`config.mk`:
```
export PLATFORM = sky130hd
export DESIGN_NAME = rf_writeback_arbiter
export DESIGN_NICKNAME = d
export VERILOG_FILES = /design/src/rtl/rf_writeback_arbiter.sv
export SDC_FILE = /design/constraint.sdc
export NUM_CORES = 1
export LEC_CHECK = 0
export CORE_ASPECT_RATIO = 0.7
export CORE_UTILIZATION = 46
export DETAILED_ROUTE_END_ITERATION = 16
export PLACE_DENSITY = 0.76
export SYNTH_ARGS = -nofsm -noshare
export SYNTH_HDL_FRONTEND = slang
export SYNTH_SLANG_ARGS = --single-unit
```
`constraint.sdc`:
```
create_clock -name clock -period 2.3 [get_ports clock]
set_clock_uncertainty 0.05 [all_clocks]
set_input_delay 0.575 -clock clock [delete_from_list [all_inputs] [get_ports clock]]
set_output_delay 0.575 -clock clock [all_outputs]
set_load 0.005 [all_outputs]
```
`src/rtl/rf_writeback_arbiter.sv`:
```
`default_nettype none
// ============================================================================
//  Module   : rf_writeback_arbiter
//  Function : Register-file write-port master. Merges the non-stalling ALU
//             writeback with a FIFO-buffered long-latency result stream and
//             exposes pending/forward lookups for decode.
//             Optional macro RF_WB_FORWARD_EN enables the forward-data muxes.
//  Revision : 1.0 - initial release
// ============================================================================
module rf_writeback_arbiter #(
   parameter int DEPTH  = 4,
   parameter int DATA_W = 32,
   parameter int ADDR_W = 5
) (
   input  logic                      clock,
   input  logic                      reset,
   input  logic                      alu_wr_en,
   input  logic [ADDR_W-1:0]         alu_wr_addr,
   input  logic [DATA_W-1:0]         alu_wr_data,
   input  logic                      lr_valid,
   input  logic [ADDR_W-1:0]         lr_addr,
   input  logic [DATA_W-1:0]         lr_data,
   output logic                      lr_ready,
   output logic                      rf_RegWrite,
   output logic [ADDR_W-1:0]         rf_WriteReg,
   output logic [DATA_W-1:0]         rf_WriteData,
   input  logic [ADDR_W-1:0]         rs_addr,
   input  logic [ADDR_W-1:0]         rt_addr,
   output logic                      rs_pending,
   output logic                      rt_pending,
   output logic [DATA_W-1:0]         rs_fwd_data,
   output logic [DATA_W-1:0]         rt_fwd_data,
   output logic [$clog2(DEPTH):0]    fifo_count
);

   localparam int               c_PTR_W = $clog2(DEPTH);
   localparam int               c_CNT_W = c_PTR_W + 1;
   localparam logic [c_CNT_W-1:0] c_FULL = DEPTH[c_CNT_W-1:0];

   logic [ADDR_W-1:0]  r_fifo_addr [DEPTH];
   logic [DATA_W-1:0]  r_fifo_data [DEPTH];
   logic [c_PTR_W-1:0] r_wr_ptr;
   logic [c_PTR_W-1:0] r_rd_ptr;
   logic [c_CNT_W-1:0] r_count;

   logic               r_reg_write;
   logic [ADDR_W-1:0]  r_write_reg;
   logic [DATA_W-1:0]  r_write_data;

   logic               w_alu_take;
   logic               w_push;
   logic               w_pop;

   assign lr_ready     = (r_count < c_FULL);
   assign fifo_count   = r_count;
   assign rf_RegWrite  = r_reg_write;
   assign rf_WriteReg  = r_write_reg;
   assign rf_WriteData = r_write_data;

   // ALU writes to r0 are dropped and leave the port free for the FIFO.
   always_comb begin
      w_alu_take = alu_wr_en && (alu_wr_addr != '0);
      w_pop      = !w_alu_take && (r_count != '0);
      w_push     = lr_valid && lr_ready && (lr_addr != '0);
   end

   always_ff @(posedge clock) begin
      if (w_push) begin
         r_fifo_addr[r_wr_ptr] <= lr_addr;
         r_fifo_data[r_wr_ptr] <= lr_data;
      end
   end

   always_ff @(posedge clock or negedge reset) begin
      if (!reset) begin
         r_wr_ptr     <= '0;
         r_rd_ptr     <= '0;
         r_count      <= '0;
         r_reg_write  <= 1'b0;
         r_write_reg  <= '0;
         r_write_data <= '0;
      end else begin
         if (w_push) r_wr_ptr <= r_wr_ptr + c_PTR_W'(1);
         if (w_pop)  r_rd_ptr <= r_rd_ptr + c_PTR_W'(1);
         case ({w_push, w_pop})
            2'b10:   r_count <= r_count + c_CNT_W'(1);
            2'b01:   r_count <= r_count - c_CNT_W'(1);
            default: r_count <= r_count;
         endcase

         if (w_alu_take) begin
            r_reg_write  <= 1'b1;
            r_write_reg  <= alu_wr_addr;
            r_write_data <= alu_wr_data;
         end else if (w_pop) begin
            r_reg_write  <= 1'b1;
            r_write_reg  <= r_fifo_addr[r_rd_ptr];
            r_write_data <= r_fifo_data[r_rd_ptr];
         end else begin
            r_reg_write  <= 1'b0;
         end
      end
   end

   // Pending flags: output stage or any live FIFO entry targeting the source.
   logic [c_PTR_W-1:0] w_pidx;
   always_comb begin
      rs_pending = r_reg_write && (rs_addr != '0) && (r_write_reg == rs_addr);
      rt_pending = r_reg_write && (rt_addr != '0) && (r_write_reg == rt_addr);
      w_pidx     = '0;
      for (int k = 0; k < DEPTH; k++) begin
         w_pidx = r_rd_ptr + c_PTR_W'(k);
         if (c_CNT_W'(k) < r_count) begin
            if ((rs_addr != '0) && (r_fifo_addr[w_pidx] == rs_addr)) rs_pending = 1'b1;
            if ((rt_addr != '0) && (r_fifo_addr[w_pidx] == rt_addr)) rt_pending = 1'b1;
         end
      end
   end

`ifdef RF_WB_FORWARD_EN
   // Walk oldest to youngest so the youngest match wins over older ones.
   logic [c_PTR_W-1:0] w_fidx;
   logic [DATA_W-1:0]  w_rs_data;
   logic [DATA_W-1:0]  w_rt_data;
   always_comb begin
      w_rs_data = '0;
      w_rt_data = '0;
      w_fidx    = '0;
      if (r_reg_write && (rs_addr != '0) && (r_write_reg == rs_addr)) w_rs_data = r_write_data;
      if (r_reg_write && (rt_addr != '0) && (r_write_reg == rt_addr)) w_rt_data = r_write_data;
      for (int k = 0; k < DEPTH; k++) begin
         w_fidx = r_rd_ptr + c_PTR_W'(k);
         if (c_CNT_W'(k) < r_count) begin
            if ((rs_addr != '0) && (r_fifo_addr[w_fidx] == rs_addr)) w_rs_data = r_fifo_data[w_fidx];
            if ((rt_addr != '0) && (r_fifo_addr[w_fidx] == rt_addr)) w_rt_data = r_fifo_data[w_fidx];
         end
      end
   end
   assign rs_fwd_data = w_rs_data;
   assign rt_fwd_data = w_rt_data;
`else
   assign rs_fwd_data = '0;
   assign rt_fwd_data = '0;
`endif

endmodule
`default_nettype wire

```
# Word level (Yosys, flattened, before mapping)
# Memory sizes are Yosys's and may differ from the RTL's.
# Index checks and enable logic that the tools add are counted.
word_totals:
  in_bits: 88
  reg_bits: 45
  output_inout_bits: 108
  ram_bits: 148
  mem_count: 2
  wordCells: 80
op_classes:
  mux: 25
  eq_ne: 12
  reduce_logical: 24
  add_sub_neg: 6
  magnitude_cmp: 5
memory_table:
  columns: ["memory", "depth", "width", "rd", "rd_clocked_by_memory_dff", "wr", "line", "rtl"]
  rows:
  - ["r_fifo_data", 4, 32, 1, 0, 1, "41", "logic [DATA_W-1:0] r_fifo_data [DEPTH];"]
  - ["r_fifo_addr", 4, 5, 4, 0, 1, "40", "logic [ADDR_W-1:0] r_fifo_addr [DEPTH];"]
op_table:
  columns: ["cell", "n"]
  rows:
  - ["$mux 32", 2]
  - ["$eq 5x5->1", 10]
  - ["$mux 1", 20]
  - ["$reduce_bool 5->1", 4]
  - ["$logic_and 1x1->1", 16]
  - ["$mux 5", 2]
  - ["$lt 1x3->1 const A", 2]
  - ["$lt 2x3->1 const A", 2]
  - ["$pmux 3 s2", 1]
  - ["$add 2x1->2 const B", 2]
  - ["$add 2x2->2 const B", 2]
  - ["$reduce_bool 2->1", 2]
  - ["$add 3x1->3 const B", 1]
  - ["$lt 3x3->1 const B", 1]
  - ["$reduce_bool 3->1", 1]
  - ["$sub 3x1->3 const B", 1]
  - ["$eq 2x1->1 const B", 1]
  - ["$eq 2x2->1 const B", 1]
  - ["$logic_not 1->1", 1]

# Logic depth before layout (Yosys ltp)
# Gate-level depths: netlist (run 1).
depth:
  word_depth: 11
  mapped_depth: 9
  depth_no_buf: 8

# Worst setup path after synthesis (run 1)
# No wires, ideal clock.
synth_path:
  kind: "register to output"
  from: "register r_rd_ptr[1]"
  to: "output rt_pending"
  t_arrival_ns: 1.767
  t_required_ns: 1.675
  path_stages_with_launch: 10
  path_buffers: 2
  path_slack_ns: -0.092
  cell_sequence: "dfrtp_1 -> buf_6 -> buf_8 -> mux2_4 -> xor2_1 -> nor4_2 -> mux2i_1 -> o21ai_1 -> nor3_1 -> a21oi_1"
synth_between:
  elab_chain_cells: 11
  elab_cells_between_ends: 20
  classes_between: "add/sub: 3; eq/ne: 4; mux: 8; reduce/logical: 4; memory: 1"
synth_rtl:
  columns: ["element", "line", "rtl"]
  rows:
  - ["start, declared", "43", "logic [c_PTR_W-1:0] r_rd_ptr;"]
  - ["start signal, assigned", "84", "if (w_pop) r_rd_ptr <= r_rd_ptr + c_PTR_W'(1);"]
  - ["$mem_v2 4x5 (*)", null, null]
  - ["$eq 5x5->1", "115", "if ((rt_addr != '0) && (r_fifo_addr[w_pidx] == rt_addr)) rt_pending = 1'b1;"]
  - ["$logic_and 1x1->1", "115", null]
  - ["$mux 1", "115", null]
  - ["$mux 1", "113", "if (c_CNT_W'(k) < r_count) begin"]
  - ["$mux 1", "115", null]
  - ["$mux 1", "113", null]
  - ["$mux 1", "115", null]
  - ["$mux 1", "113", null]
  - ["$mux 1", "115", null]
  - ["$mux 1 (*)", "113", null]
  - ["end, declared", "30", "output logic rt_pending,"]
# Every way passes the cells marked *; elsewhere a longest branch is shown, timed or not.

# Worst setup path in the final report (run 1)
layout_path:
  from: "register r_rd_ptr[1]"
  to: "output rs_pending"
layout_between:
  elab_chain_cells: 11
  elab_cells_between_ends: 20
  classes_between: "add/sub: 3; eq/ne: 4; mux: 8; reduce/logical: 4; memory: 1"
layout_rtl:
  columns: ["element", "line", "rtl"]
  rows:
  - ["$mem_v2 4x5 (*)", null, null]
  - ["$eq 5x5->1", "114", "if ((rs_addr != '0) && (r_fifo_addr[w_pidx] == rs_addr)) rs_pending = 1'b1;"]
  - ["$logic_and 1x1->1", "114", null]
  - ["$mux 1", "114", null]
  - ["$mux 1", "113", null]
  - ["$mux 1", "114", null]
  - ["$mux 1", "113", null]
  - ["$mux 1", "114", null]
  - ["$mux 1", "113", null]
  - ["$mux 1", "114", null]
  - ["$mux 1 (*)", "113", null]
  - ["end, declared", "29", "output logic rs_pending,"]
# Marked as above.

==> results.ini, run 1 <==
[status]
status=complete, but fails checks
violations=setup timing

[cts]
clkLatencyLatePin_ps=430
htree_levels=4
root_buffer=clkbuf_16
cts_buffers=17
cts_tree=built
path_clk_slew_ps=70
clk_path_buf_depth=2
hold_buffers=0
clock_sinks=193

[timing]
timing.fmax_ghz=0.310
setup-violations-final=2
timing.final.crit_period_ps=3220
rsz0062_at_grt=true
drv_slew=0
hold_viol_final=0
fin_ws_ps=-924
fin_crit_sh_pct=140

[detailed_routing]
wl_um=21000
firstDrtPassIters=5
route.vias.total=5891
ant_nets=0
first_iter_violations=407
wl_per_cell_um=18.0
via_per_inst=5.03
drc=0

[setup_path]
ff2ff_path_depth=5
cpMostUsedCell=buf_12
worstSetupEndpointType=output port
worstPathCellList=buf_12 -> buf_12 -> mux2i_2 -> buf_4 -> buf_6 -> xor2_2 -> a31oi_1 -> nor4_2 -> nor4_1 -> a21oi_1 -> buf_2
cp-start-kind=flip-flop
crit_type=flip-flop to output port
cp_max_fo=4
reg2reg_slack_ps=240
crit_path_max_incr_delay_ps=460
required_ps=1670
timing.rr.end=rf_WriteData[30]
worstPathArrival_ps=2600
crit_buf_inv=5
critPathTopFamily=buffers and inverters
r2r-start=r_rd_ptr[0]
slowest_stage=dfrtp_2

[power_and_ir_drop]
p_int_mw=9.51
p_clk_share_pct=21.8
leakage_nw=4.62
powerDensity_mw_per_mm2=1150
power.switching_mw=4.54
fin_total_pwr_mw=14.1
switching_share_pct=32.3
ir_worst_vdd_mv=0.638
combPwrFrac_pct=44.1
seqPwrFrac_pct=34.1

[synth]
yosysUniqueCellTypes=41
ys_top_cells_by_area=edfxtp_1 48%, dfrtp_1 12%, mux4_2 7.8%
synth_seq_cells=193
yosysWarnings=0
yosysTopAreaCellShare_pct=48.4
synth-main-ff-cell=edfxtp_1
synth.most_common_cell=edfxtp_1
syn-mean-instance-area_um2=13.8
syn_inst=668
yosys.area.top_type=edfxtp_1
syn_area_mm2=0.00919
async_flop_share_pct=23.3
ys_seq_area_share_pct=60.6
synth_edf_count=148
synth_common_cells=148 x edfxtp_1, 78 x nand2_1, 66 x buf_4

[place]
pre_cts_ws_ps=-1020
numPortBuffers=131
finalWeightedCongestion=0.962
dpl.hpwl_um=14800

[die]
rows=42
io_pins=196
initial_core_util_pct=47.8
fp.dieW_um=171
floorplan.die_area_mm2=0.0206
die_h_um=120
coreArea_mm2=0.0192

[job]
drv_cap=0

[min_path]
hold_class=primary input to async pin

[global_routing]
grt_first_pass_wirelength_um=32300
grt_use_met3_pct=5.99
track_usage_pct=21.3
busiest_layer=met2
grt_pass1_vias=5870
grt_max_degree=61
met2_usage_pct=32.6
grt_overflow=0
antenna_found_initial=3
grt_util_met1_pct=30.3

[final_layout]
areaGrowthSynthToFinish_pct=32.7
nets=990
fin_util_pct=63.4
final_layout_size_suffix_gt1_share_pct=25.7

[metrics by stage]
stage / TNS, ps / std cells / cell area [um2] / hold WS, ps
final: -1800 / 1171 / 12200 / 6.20
after global routing: -2060 / 1170 / 12200 / 10.6
after CTS: -1800 / 1166 / 12000 / 2.86
after detailed placement: -52230 / 1125 / 11300 / 467
after global placement: -49240 / 1125 / 11300 / 470
after floorplan: -55.7 / 731 / 9440 / 229
[layer usage]
metal | share of wire (%) | wire, um | vias to the layer above
met4 | 0.77 | 163 | 4
li1 | - | - | 2736
met3 | 7.7 | 1610 | 18
met5 | 0.11 | 24 | -
met2 | 46 | 9610 | 233
met1 | 46 | 9630 | 2900
[cells by family (layout without fill, tap and decap cells)]
kind of cell | Yosys count | count (layout) | share of synthesized area [%]
other | 1 | 65 | 0.0408
DFF | 193 | 193 | 60.6
and+or+nand+nor | 160 | 160 | 7.45
buffers and inverters | 110 | 285 | 7.69
xor gates and xnor gates | 61 | 61 | 5.82
AOI/OAI and AO/OA | 61 | 61 | 4.04
adders and majority gates | 9 | 9 | 1.23
muxes | 73 | 73 | 13.1
[state kept, by name, summed over array words and instances (netlist names)]
name / cells
rf_WriteData: 32
rf_RegWrite: 1
r_fifo_addr: 20
r_wr_ptr: 2
fifo_count: 3
rf_WriteReg: 5
r_rd_ptr: 2
r_fifo_data: 128
[power by group through the flow]
stage | logic (mW) | clock network (mW) | registers, mW
after global placement | 5.70 | 0 | 4.84
after floorplan | 3.31 | 0 | 4.81
after global routing | 6.69 | 3.25 | 4.86
after detailed placement | 5.75 | 0 | 4.85
after CTS | 5.97 | 3.12 | 4.79
final | 6.20 | 3.06 | 4.79
[how the worst max path moves through the flow]
stage | start | end | cells after the start
5_1_grt | r_rd_ptr[1] | rt_pending | 11
2_1_floorplan | r_rd_ptr[0] | rt_pending | 9
3_5_place_dp | rt_addr[1] | rt_pending | 8
3_3_place_gp | rt_addr[1] | rt_pending | 8
4_1_cts | r_rd_ptr[1] | rt_pending | 11
6_report | r_rd_ptr[1] | rs_pending | 11
[worst reg2reg max path, delay by kind of cell (launching register included)]
| kind | cells | cell delay [ps] |
|---|---|---|
| AOI/OAI and AO/OA | 1 | 100 |
| muxes | 1 | 590 |
| DFF | 1 | 370 |
| buffers and inverters | 2 | 700 |
| and+or+nand+nor | 1 | 130 |
[cell type report]
cell class | count | area (um2)
Timing Repair Buffer | 245 | 2340
Antenna cell | 1 | 2.50
Tap cell | 264 | 330
Clock buffer | 19 | 453
Sequential cell | 193 | 5570
Clock inverter | 13 | 168
Fill cell | 1422 | 7040
Inverter | 8 | 30.0
Multi-Input combinational cell | 428 | 3290
[cell usage in the layout (no fill, tap or decap), types with 3 or more instances in the layout]
cell             Yosys  final
edfxtp_1           148    148
clkdlybuf4s50_1      0    128
buf_4               66     91
nand2_1             78     78
conb_1               1     64
nor2_1              44     44
dfrtp_1             45     43
a31oi_1             35     35
mux4_2              32     32
xnor2_1             31     31
xor2_1              30     28
clkbuf_16            0     17
mux2i_2              5     13
nor3_1              13     12
buf_12               0     12
buf_6                2     11
mux2i_1             20     10
a21oi_1             11      9
ha_1                 9      8
inv_1                7      7
mux2_2              11      7
mux2_4               3      7
nor4_1               6      5
o21ai_0              8      5
and2_2               0      4
mux2i_4              2      4
nand3_1              4      4
inv_6                0      4
buf_2               16      3
[repair_timing]
action,in CTS,in global routing
buffers inserted,9,6
setup endpoints to repair,3,21
pin swaps,6,17
resized for setup,15,30
Power figures use the tool's default switching activity.
==> run 2, diff against run 1 <==
==> constraint.sdc (replaced) <==
create_clock -name clock -period 2.3 [get_ports clock]
set_clock_uncertainty 0.05 [all_clocks]
set_input_delay 0.575 -clock clock [delete_from_list [all_inputs] [get_ports clock]]
set_output_delay 0.575 -clock clock [all_outputs]
set_load 0.01 [all_outputs]
==> results.ini, run 2 (synthesis gave the netlist of run 1 again) <==
[final_layout]
largest_reg_flops=128
regArea_mm2=0.00557
areaGrowthSynthToFinish_pct=32.5
top_register=r_fifo_data
fin_area_mm2=0.0122
multi_input_area_mm2=0.00333
diodes=0
mostFrequentLayoutCells=148 x edfxtp_1, 127 x clkdlybuf4s50_1, 82 x buf_4, 78 x nand2_1, 64 x conb_1
nets=975
final_layout_size_suffix_gt1_share_pct=24.4
mostFrequentLayoutCell=edfxtp_1
nFillCells=1443
stdcell_count=1154
fin_util_pct=63.3

[setup_path]
cp_max_fo=9
r2r-start=r_rd_ptr[0]
reg2reg_slack_ps=60
crit_type=flip-flop to output port
slowest_stage=dfrtp_2
cpMostUsedCell=nor4_2
worstSetupEndpointType=output port
crit_path_max_incr_delay_ps=450
required_ps=1670
cp-start-kind=flip-flop
cp-startpoint=r_rd_ptr[1]
worstPathCellList=buf_12 -> buf_16 -> buf_6 -> mux2_4 -> mux2i_4 -> xor2_1 -> nand2_1 -> nor4_2 -> nor4_2 -> a21oi_1 -> buf_2
worstPathArrival_ps=2580

[cts]
path_clk_slew_ps=70
htree_levels=4
clkLatencyLatePin_ps=430
cts_tree=built
cts_buffers=17
clock_sinks=193
root_buffer=clkbuf_16
clk_path_buf_depth=2

[timing]
timing.final.crit_period_ps=3210
drv_slew=0
fin_crit_sh_pct=139
rsz0062_at_grt=true
setup-violations-final=2
worstMarginPinSlew_ps=586
hold_ws_ps=80.0
hold_viol_final=0
relSlewSlack_pct=61.0
fin_ws_ps=-905
timing.fmax_ghz=0.312

[die]
floorplan.die_area_mm2=0.0206
io_pins=196
rows=42
die_h_um=120
fp.dieW_um=171
coreArea_mm2=0.0192
initial_core_util_pct=47.8

[detailed_routing]
ant_nets=0
wl_um=21200
route.vias.total=5808
first_iter_violations=343
firstDrtPassIters=4
drc=0
via_per_inst=5.03
wl_per_cell_um=18.4

[global_routing]
antenna_found_initial=0
grt_max_degree=57
grt_first_pass_wirelength_um=32700
grt_overflow=0
track_usage_pct=21.7
grt_pass1_vias=5858

[place]
dpl_cell_area_mm2=0.0113
dpl.hpwl_um=14700
numPortBuffers=131
dp_cells=1117
finalWeightedCongestion=0.933

[job]
drv_cap=0

[power_and_ir_drop]
ir_worst_vdd_mv=0.569
leakage_nw=4.60
powerDensity_mw_per_mm2=1170
fin_total_pwr_mw=14.3

[min_path]
hold_class=primary input to async pin

[status]
status=complete, but fails checks
violations=setup timing

## run 2: path summary, 6_finish.rpt
check / cells after the start / end
worst max-delay path: 11 / rs_pending
min in group clock: 2 / rf_WriteData[25]
worst min-delay path: 1 / rf_WriteData[13]
max in group asynchronous: 2 / rf_WriteData[22]
worst max register to register: 5 / rf_WriteData[5]
worst min register to register: 2 / rf_WriteData[25]
## run 2: where the power goes
part	total, mW	internal [mW]	leakage [nW]	switching [mW]
Combinational	6.24	3.26	2.43	2.98
Clock	3.25	1.87	0.315	1.39
Sequential	4.78	4.45	1.85	0.324
## run 2: worst max-delay path, delay by kind of cell, from the launching register on
| family | cells | cell delay, ps |
|---|---|---|
| compound gates | 1 | 150 |
| xor+xnor | 1 | 210 |
| buf+inv | 4 | 550 |
| flops | 1 | 450 |
| mux | 2 | 460 |
| simple gates | 3 | 330 |
## run 2: final cells by class
class | instances | share of cell area [%]
inverters | 8 | 0.247
clock buffers | 18 | 3.53
multi-input cells | 428 | 27.4
repair buffers | 230 | 18.5
clock inverters | 13 | 1.80
flip-flops and latches | 193 | 45.8
well taps | 264 | 2.71
## run 2: through the flow
stage / TNS, ps / setup WS (ps)
CTS: -1770 / -900
floorplan: -181 / -95.6
global route: -2530 / -1050
global placement: -47050 / -1020
finish: -1810 / -905
detailed placement: -47600 / -1010
## run 2: repair_timing
item / CTS / global route
gates resized for setup: 32 / 11
setup endpoints to repair: 3 / 18
hold buffers: 0 / 0
pin swaps: 5 / 2
buffers inserted: 5 / 1
gates cloned: 1 / 0
## run 2: routing by layer
metal  vias to the layer above  part of all wire [%]  track usage (%)
met3                        21                   7.2             5.34
met4                         0                  0.83             5.75
met5                         -                     0                0
met1                      2835                    45             29.7
li1                       2716                     -                -
met2                       236                    47             34.9
